## config.mk

```make
export PLATFORM = sky130hd
export DESIGN_NAME = norm_round
export DESIGN_NICKNAME = d
export VERILOG_FILES = /design/src/rtl/fpu_pkg.sv /design/src/rtl/lzc56.sv /design/src/rtl/norm_round.sv
export SDC_FILE = /design/constraint.sdc
export NUM_CORES = 1
export LEC_CHECK = 0
export BUFFER_PORTS_ARGS = -buffer_cell sky130_fd_sc_hd__buf_2
export CAP_MARGIN = 15
export CORE_MARGIN = 1.5
export CORE_UTILIZATION = 60
export DETAILED_ROUTE_END_ITERATION = 7
export PLACE_DENSITY = 0.8
export REMOVE_ABC_BUFFERS = 1
export SYNTH_ARGS = -nofsm -noshare
export SYNTH_HDL_FRONTEND = slang
export SYNTH_HIERARCHICAL = 1
export SYNTH_SLANG_ARGS = --single-unit
```

## constraint.sdc

```tcl
create_clock -name clk -period 56.9 [get_ports clk]
set_input_delay 5.69 -clock clk [delete_from_list [all_inputs] [get_ports clk]]
set_output_delay 5.69 -clock clk [all_outputs]
set_load 0.02 [all_outputs]
```

## src/rtl/fpu_pkg.sv

```systemverilog
// fpu_pkg: shared definitions for the binary64 normalize/round datapath.
//   rm_e          : rounding-mode encoding as presented on the rm port
//   EXP_BIAS      : binary64 exponent bias
//   EXP_MAX       : all-ones exponent field (inf/NaN), first overflowing value
//   FRAC_W        : stored fraction width
//   FLAG_*        : bit positions inside the {inexact, overflow, underflow} vector
//   round_inc()   : decides whether the kept significand is incremented
package fpu_pkg;

    typedef enum logic [1:0] {
        RNE = 2'b00,
        RTZ = 2'b01,
        RUP = 2'b10,
        RDN = 2'b11
    } rm_e;

    localparam int EXP_BIAS       = 32'd1023;
    localparam int EXP_MAX        = 32'd2047;
    localparam int FRAC_W         = 32'd52;
    localparam int FLAG_INEXACT   = 32'd2;
    localparam int FLAG_OVERFLOW  = 32'd1;
    localparam int FLAG_UNDERFLOW = 32'd0;

    // Increment decision from the kept LSB and the guard/round/sticky bits.
    function automatic logic round_inc(input rm_e rm, input logic sign, input logic lsb,
                                       input logic g, input logic r, input logic s);
        logic inc_s;
        case (rm)
            RNE:     inc_s = g & (r | s | lsb);
            RTZ:     inc_s = 1'b0;
            RUP:     inc_s = ~sign & (g | r | s);
            RDN:     inc_s = sign & (g | r | s);
            default: inc_s = 1'b0;
        endcase
        return inc_s;
    endfunction

endpackage

```

## src/rtl/lzc56.sv

```systemverilog
// lzc56: leading-zero counter for the 56-bit normalization window.
//   a    : input vector, bit 55 is the most significant
//   cnt  : number of leading zeros (56 when a is all zero)
//   zero : a is all zero
module lzc56 (
    input  logic [55:0] a,
    output logic [5:0]  cnt,
    output logic        zero
);

    logic       found_s;
    logic [5:0] cnt_s;

    // Scan from the MSB, counting zeros until the first set bit.
    always_comb begin
        found_s = 1'b0;
        cnt_s   = 6'd0;
        for (int i = 55; i >= 0; i--) begin
            if (!found_s) begin
                if (a[i]) begin
                    found_s = 1'b1;
                end else begin
                    cnt_s = cnt_s + 6'd1;
                end
            end else begin
                found_s = 1'b1;
            end
        end
    end

    assign cnt  = cnt_s;
    assign zero = ~found_s;

endmodule

```

## src/rtl/norm_round.sv

```systemverilog
// norm_round: two-stage normalize (S1) and round/pack (S2) for an IEEE-754
// binary64 adder back end, with valid/ready flow control on both sides.
//   clk, rst             : clock, synchronous active-high reset
//   in_valid / in_ready  : input handshake
//   fs                   : magnitude sum {carry, hidden, fraction[51:0], G, R, S}
//   fszero               : exact-zero sum
//   ss1                  : result sign
//   es                   : biased exponent of the larger operand (subnormal as 1)
//   rm                   : rounding mode (see fpu_pkg::rm_e)
//   out_valid / out_ready: output handshake
//   result               : packed binary64 result
//   flags                : {inexact, overflow, underflow}
// Build option: NORM_ROUND_FLAGS_EN enables the flag logic; without it
// flags is tied to zero and result is unaffected.
module norm_round
    import fpu_pkg::*;
#(
    parameter int EXP_W = 32'd11,
    parameter int FS_W  = 32'd57
) (
    input  logic             clk,
    input  logic             rst,
    input  logic             in_valid,
    output logic             in_ready,
    input  logic [FS_W-1:0]  fs,
    input  logic             fszero,
    input  logic             ss1,
    input  logic [EXP_W-1:0] es,
    input  logic [1:0]       rm,
    output logic             out_valid,
    input  logic             out_ready,
    output logic [63:0]      result,
    output logic [2:0]       flags
);

    // ---------------- handshake ----------------
    logic s1_valid_r;
    logic s2_valid_r;
    logic s1_adv_s;

    assign s1_adv_s  = ~s2_valid_r | out_ready;
    assign in_ready  = ~s1_valid_r | s1_adv_s;
    assign out_valid = s2_valid_r;

    // ---------------- S1: normalize ----------------
    logic [5:0]         lz_s;
    logic               lz_zero_s;
    logic signed [12:0] es_x_s;
    logic signed [12:0] lim_s;
    logic signed [12:0] exp_n_s;
    logic [5:0]         shift_s;
    logic [55:0]        mant_n_s;

    lzc56 u_lzc (
        .a    (fs[55:0]),
        .cnt  (lz_s),
        .zero (lz_zero_s)
    );

    // Normalize: one-bit right shift on carry, otherwise left shift limited so
    // the exponent never drops below 1 (a result left with hidden=0 is subnormal).
    always_comb begin
        es_x_s = $signed({2'b00, es});
        lim_s  = es_x_s - 13'sd1;
        if (lz_zero_s || (es_x_s <= 13'sd1)) begin
            shift_s = 6'd0;
        end else if ($signed({7'd0, lz_s}) < lim_s) begin
            shift_s = lz_s;
        end else begin
            shift_s = lim_s[5:0];
        end
        if (fs[56]) begin
            // Bits shifted past S collapse into the new sticky bit.
            mant_n_s = {fs[56:2], fs[1] | fs[0]};
            exp_n_s  = es_x_s + 13'sd1;
        end else begin
            mant_n_s = fs[55:0] << shift_s;
            exp_n_s  = es_x_s - $signed({7'd0, shift_s});
        end
    end

    logic [55:0]        s1_mant_r;
    logic signed [12:0] s1_exp_r;
    logic               s1_sign_r;
    rm_e                s1_rm_r;
    logic               s1_zero_r;

    // Stage-1 register: takes a new operand whenever the stage can accept one.
    always_ff @(posedge clk) begin
        if (rst) begin
            s1_valid_r <= 1'b0;
            s1_mant_r  <= 56'd0;
            s1_exp_r   <= 13'sd0;
            s1_sign_r  <= 1'b0;
            s1_rm_r    <= RNE;
            s1_zero_r  <= 1'b0;
        end else if (in_ready) begin
            s1_valid_r <= in_valid;
            s1_mant_r  <= mant_n_s;
            s1_exp_r   <= exp_n_s;
            s1_sign_r  <= ss1;
            s1_rm_r    <= rm_e'(rm);
            s1_zero_r  <= fszero;
        end
    end

    // ---------------- S2: round and pack ----------------
    logic               inc_s;
    logic [53:0]        sig_s;
    logic               tiny_s;
    logic signed [12:0] exp_r_s;
    logic [FRAC_W-1:0]  frac_s;
    logic               ovf_s;
    logic               to_inf_s;
    logic [63:0]        res_s;

    // Round the 53-bit significand and resolve carry, subnormal and overflow packing.
    always_comb begin
        inc_s  = round_inc(s1_rm_r, s1_sign_r, s1_mant_r[3], s1_mant_r[2],
                           s1_mant_r[1], s1_mant_r[0]);
        sig_s  = {1'b0, s1_mant_r[55:3]} + {53'd0, inc_s};
        tiny_s = ~s1_mant_r[55];
        if (sig_s[53]) begin
            // All-ones significand rounded up: renormalize, fraction becomes zero.
            exp_r_s = s1_exp_r + 13'sd1;
            frac_s  = 52'd0;
        end else if (sig_s[52]) begin
            // A subnormal that rounded into the hidden bit becomes the smallest normal.
            exp_r_s = tiny_s ? 13'sd1 : s1_exp_r;
            frac_s  = sig_s[51:0];
        end else begin
            exp_r_s = 13'sd0;
            frac_s  = sig_s[51:0];
        end
        ovf_s = (exp_r_s >= $signed(13'(EXP_MAX)));
        case (s1_rm_r)
            RNE:     to_inf_s = 1'b1;
            RTZ:     to_inf_s = 1'b0;
            RUP:     to_inf_s = ~s1_sign_r;
            RDN:     to_inf_s = s1_sign_r;
            default: to_inf_s = 1'b1;
        endcase
        if (s1_zero_r) begin
            res_s = {s1_rm_r == RDN, 63'd0};
        end else if (ovf_s) begin
            res_s = to_inf_s ? {s1_sign_r, 11'h7FF, 52'd0}
                             : {s1_sign_r, 11'h7FE, {52{1'b1}}};
        end else begin
            res_s = {s1_sign_r, exp_r_s[10:0], frac_s};
        end
    end

    logic [63:0] result_r;

    // Stage-2 register: loads when S1 holds data and the output slot is free.
    always_ff @(posedge clk) begin
        if (rst) begin
            s2_valid_r <= 1'b0;
            result_r   <= 64'd0;
        end else if (s1_adv_s) begin
            s2_valid_r <= s1_valid_r;
            if (s1_valid_r) begin
                result_r <= res_s;
            end
        end
    end

    assign result = result_r;

`ifdef NORM_ROUND_FLAGS_EN
    logic [2:0] flags_s;
    logic [2:0] flags_r;
    logic       grs_any_s;

    // Exception flags; an exact zero raises nothing.
    always_comb begin
        grs_any_s = |s1_mant_r[2:0];
        flags_s   = 3'b000;
        if (s1_zero_r) begin
            flags_s = 3'b000;
        end else begin
            flags_s[FLAG_INEXACT]   = grs_any_s | ovf_s;
            flags_s[FLAG_OVERFLOW]  = ovf_s;
            flags_s[FLAG_UNDERFLOW] = tiny_s & grs_any_s;
        end
    end

    // Flag register, loaded alongside result so the two stay aligned.
    always_ff @(posedge clk) begin
        if (rst) begin
            flags_r <= 3'b000;
        end else if (s1_adv_s && s1_valid_r) begin
            flags_r <= flags_s;
        end
    end

    assign flags = flags_r;
`else
    assign flags = 3'b000;
`endif

endmodule

```

==> impl_metrics.ini <==
[run_status]
outcome = complete, no violations

[synth]
netlist.area_leader.share = 0.147
synth_area_mm2 = 0.0189
synth-seq-cells = 139
synth-main-ff-cell = dfxtp_1
synth_area_leaders = dfxtp_1, mux2i_1, nand2_1
synth_most_common_cell = nand2_1
synthCells = 2614
syn_area_per_cell_um2 = 7.24
ys_warn_count = 6
synth_top_area_cell = dfxtp_1
synth_cell_types = 107
synth_common_cells = nand2_1, nor2_1, a21oi_1, mux2i_1, dfxtp_1
async_flop_share = 0
synth-seq-area-share = 0.147
synth_edf_count = 0

[min_path]
hold_start = result[53]$_SDFFE_PP0P_
holdPathEnd = result[53]$_SDFFE_PP0P_
whs_path_depth = 2
hold_class = reg2reg

[clock_network]
cts.clk_slew.worst_paths_ps = 70
ctsRootBufferMaster = clkbuf_16
numCtsBuffers = 17
htreeDepth = 4
clock-sinks = 139
cts_resized = 0
clk_latency_ps = 420
cts_setup_buffers = 0
cts_hold_buffers = 0
cts_tree = built
clock_tree.buffer_depth = 2

[grt]
grt_max_degree = 85
grt-ovfl-total = 0
grt_pass1_wl_um = 98300
first_global_vias = 18700
grtUsageTotal = 0.365
antenna_found_initial = 0

[route]
viasPerCell = 6.70
drt_iter0_drc = 2234
post-route-drc-count = 0
num_vias = 20400
drtPass1Iterations = 6
antenna_left = 0
wirelength_um = 61500
detail_route.wl_per_cell_um = 20.2

[floorplan]
start_util = 0.614
io_pins = 145
die_h_um = 181
fp.dieArea_mm2 = 0.0326
core_mm2 = 0.0308
rows = 64
die-width_um = 181

[layout]
diodes = 0
drive_gt1_frac = 0.110
fill_cells = 2714
final_nets = 2785
area_growth_pct = 6.31

[sta]
fin_crit_sh = 0.632
max_freq_ghz = 0.0278
fin_crit_ps = 35960
fin_setup_tns_ps = 0
whs_ps = 444
grt_setup_unrepaired = false
max_slew_margin = 0.272
worst_slack_ps = 20940
max_slew.worst_pin.slew_ps = 1090
report.final.slew_viol_count = 0
finalSetupViolCount = 0
hold_viol_final = 0
finClkSkew_ps = 10.4

[critical_path]
r2r_cells = 15
r2r-start = s1_rm_r[1]$_SDFFE_PP0P_
required_ps = 57240
cp_top_family = compound AO/OA/AOI/OAI gates
worst_path_largest_cell_delay_ps = 670
cp-end-kind = flop
cp-start-kind = input port
cpMaxStageDelayCell = inv_2
path_class = in2reg
crit_top_cell = ha_1
worstPathArrival_ps = 36290
rrSetupSlack_ps = 51770
crit_fanout = 48
r2r-end = result[28]$_SDFFE_PP0P_
critPathBufInv = 7

[power]
peakVddDrop_mv = 0.0208
p_leak_nw = 8.18
power.density_mw_per_mm2 = 15.8

[flow_run]
maxCapViolations = 0

[placed_design]
hpwlAfterDp_um = 46800
routabilityCongestion = 1.02
port_buffers = 141
dp_slack_ps = 21300
[cell type report]
type	instances	area, µm²	share of cell area
multi-input combinational	2249	15100	0.753
sequential	139	2780	0.138
timing repair buffer	164	876	0.0435
tap	396	495	0.0246
clock buffer	19	443	0.0220
inverter	68	255	0.0127
clock inverter	13	120	0.00597
[routing by layer]
layer,part of all wire,wire length [µm],track usage,up-vias
li1,-,-,-,9679
met1,0.43,26500,0.501,9508
met2,0.44,27300,0.580,1095
met3,0.096,5890,0.0592,138
met4,0.029,1800,0.128,0
met5,0,0,0,-
[how the worst max path moves through the flow]
| stage | startpoint | end | slack [ps] | cells past startpoint |
|---|---|---|---|---|
| after floorplan | fs[54] | s1_exp_r[10]$_SDFFE_PP0P_ | 23540 | 153 |
| after global placement | fs[54] | s1_mant_r[54]$_SDFFE_PP0P_ | 22730 | 149 |
| after detailed placement | fs[54] | s1_exp_r[8]$_SDFFE_PP0P_ | 21300 | 156 |
| after CTS | fs[54] | s1_exp_r[8]$_SDFFE_PP0P_ | 21680 | 156 |
| after global routing | fs[54] | s1_exp_r[8]$_SDFFE_PP0P_ | 18580 | 154 |
| final | fs[54] | s1_exp_r[10]$_SDFFE_PP0P_ | 20940 | 156 |
[power by group]
group          internal, W  leakage [nW]  switching (W)
Clock            0.0000613         0.258      0.0000433
Sequential        0.000103          1.14     0.00000690
Combinational    0.0000374          6.78      0.0000658
[sequential cells by signal, summed over array words and instances, names as in the netlist]
| name | cells |
|---|---|
| s1_mant_r | 56 |
| result | 64 |
| s1_exp_r | 13 |
| s1_valid_r | 1 |
| s1_zero_r | 1 |
| s1_sign_r | 1 |
| out_valid | 1 |
| s1_rm_r | 2 |
[kinds of logic (layout without fill, tap and decap cells)]
family | count (synthesis) | count (layout) | share of synthesized area
muxes | 175 | 175 | 0.0965
xor gates and xnor gates | 213 | 213 | 0.115
and+or+nand+nor | 1051 | 1051 | 0.276
DFF | 139 | 139 | 0.147
AOI/OAI and AO/OA | 737 | 737 | 0.265
adders and majority gates | 70 | 70 | 0.0467
buffers and inverters | 228 | 264 | 0.0536
other | 1 | 3 | 0.000198
[metrics by stage]
| stage | area, µm² | power, W | util | cells |
|---|---|---|---|---|
| floorplan | 18200 | 0.000175 | - | 2456 |
| global placement | 19500 | 0.000209 | 0.634 | 3014 |
| detailed placement | 19500 | 0.000211 | 0.634 | 3015 |
| CTS | 20100 | 0.000315 | 0.652 | 3047 |
| global route | 20100 | 0.000332 | 0.652 | 3048 |
| finish | 20100 | 0.000318 | 0.652 | 3048 |
[worst register-to-register path, cell delays in order, from the launching register on]
cell,delay [ps]
dfxtp_1,420
nand2_1,90
xnor2_1,240
nor3_1,220
ha_1,210
and3_1,160
nand3_1,210
or3_1,540
nor4_2,880
nand3_1,200
xnor2_1,190
and3_1,220
a21oi_4,240
nor2_8,110
nor2_2,860
a22o_1,270
[cells in the final DEF, fill, tap and decap left out, drive strengths merged, types with 78 or more instances in the layout]
master / count
a21oi: 193
buf: 163
dfxtp: 139
mux2i: 156
nand2: 312
nand3: 78
nor2: 264
nor3: 104
o21ai: 146
xnor2: 121
Power figures use the tool's default switching activity.
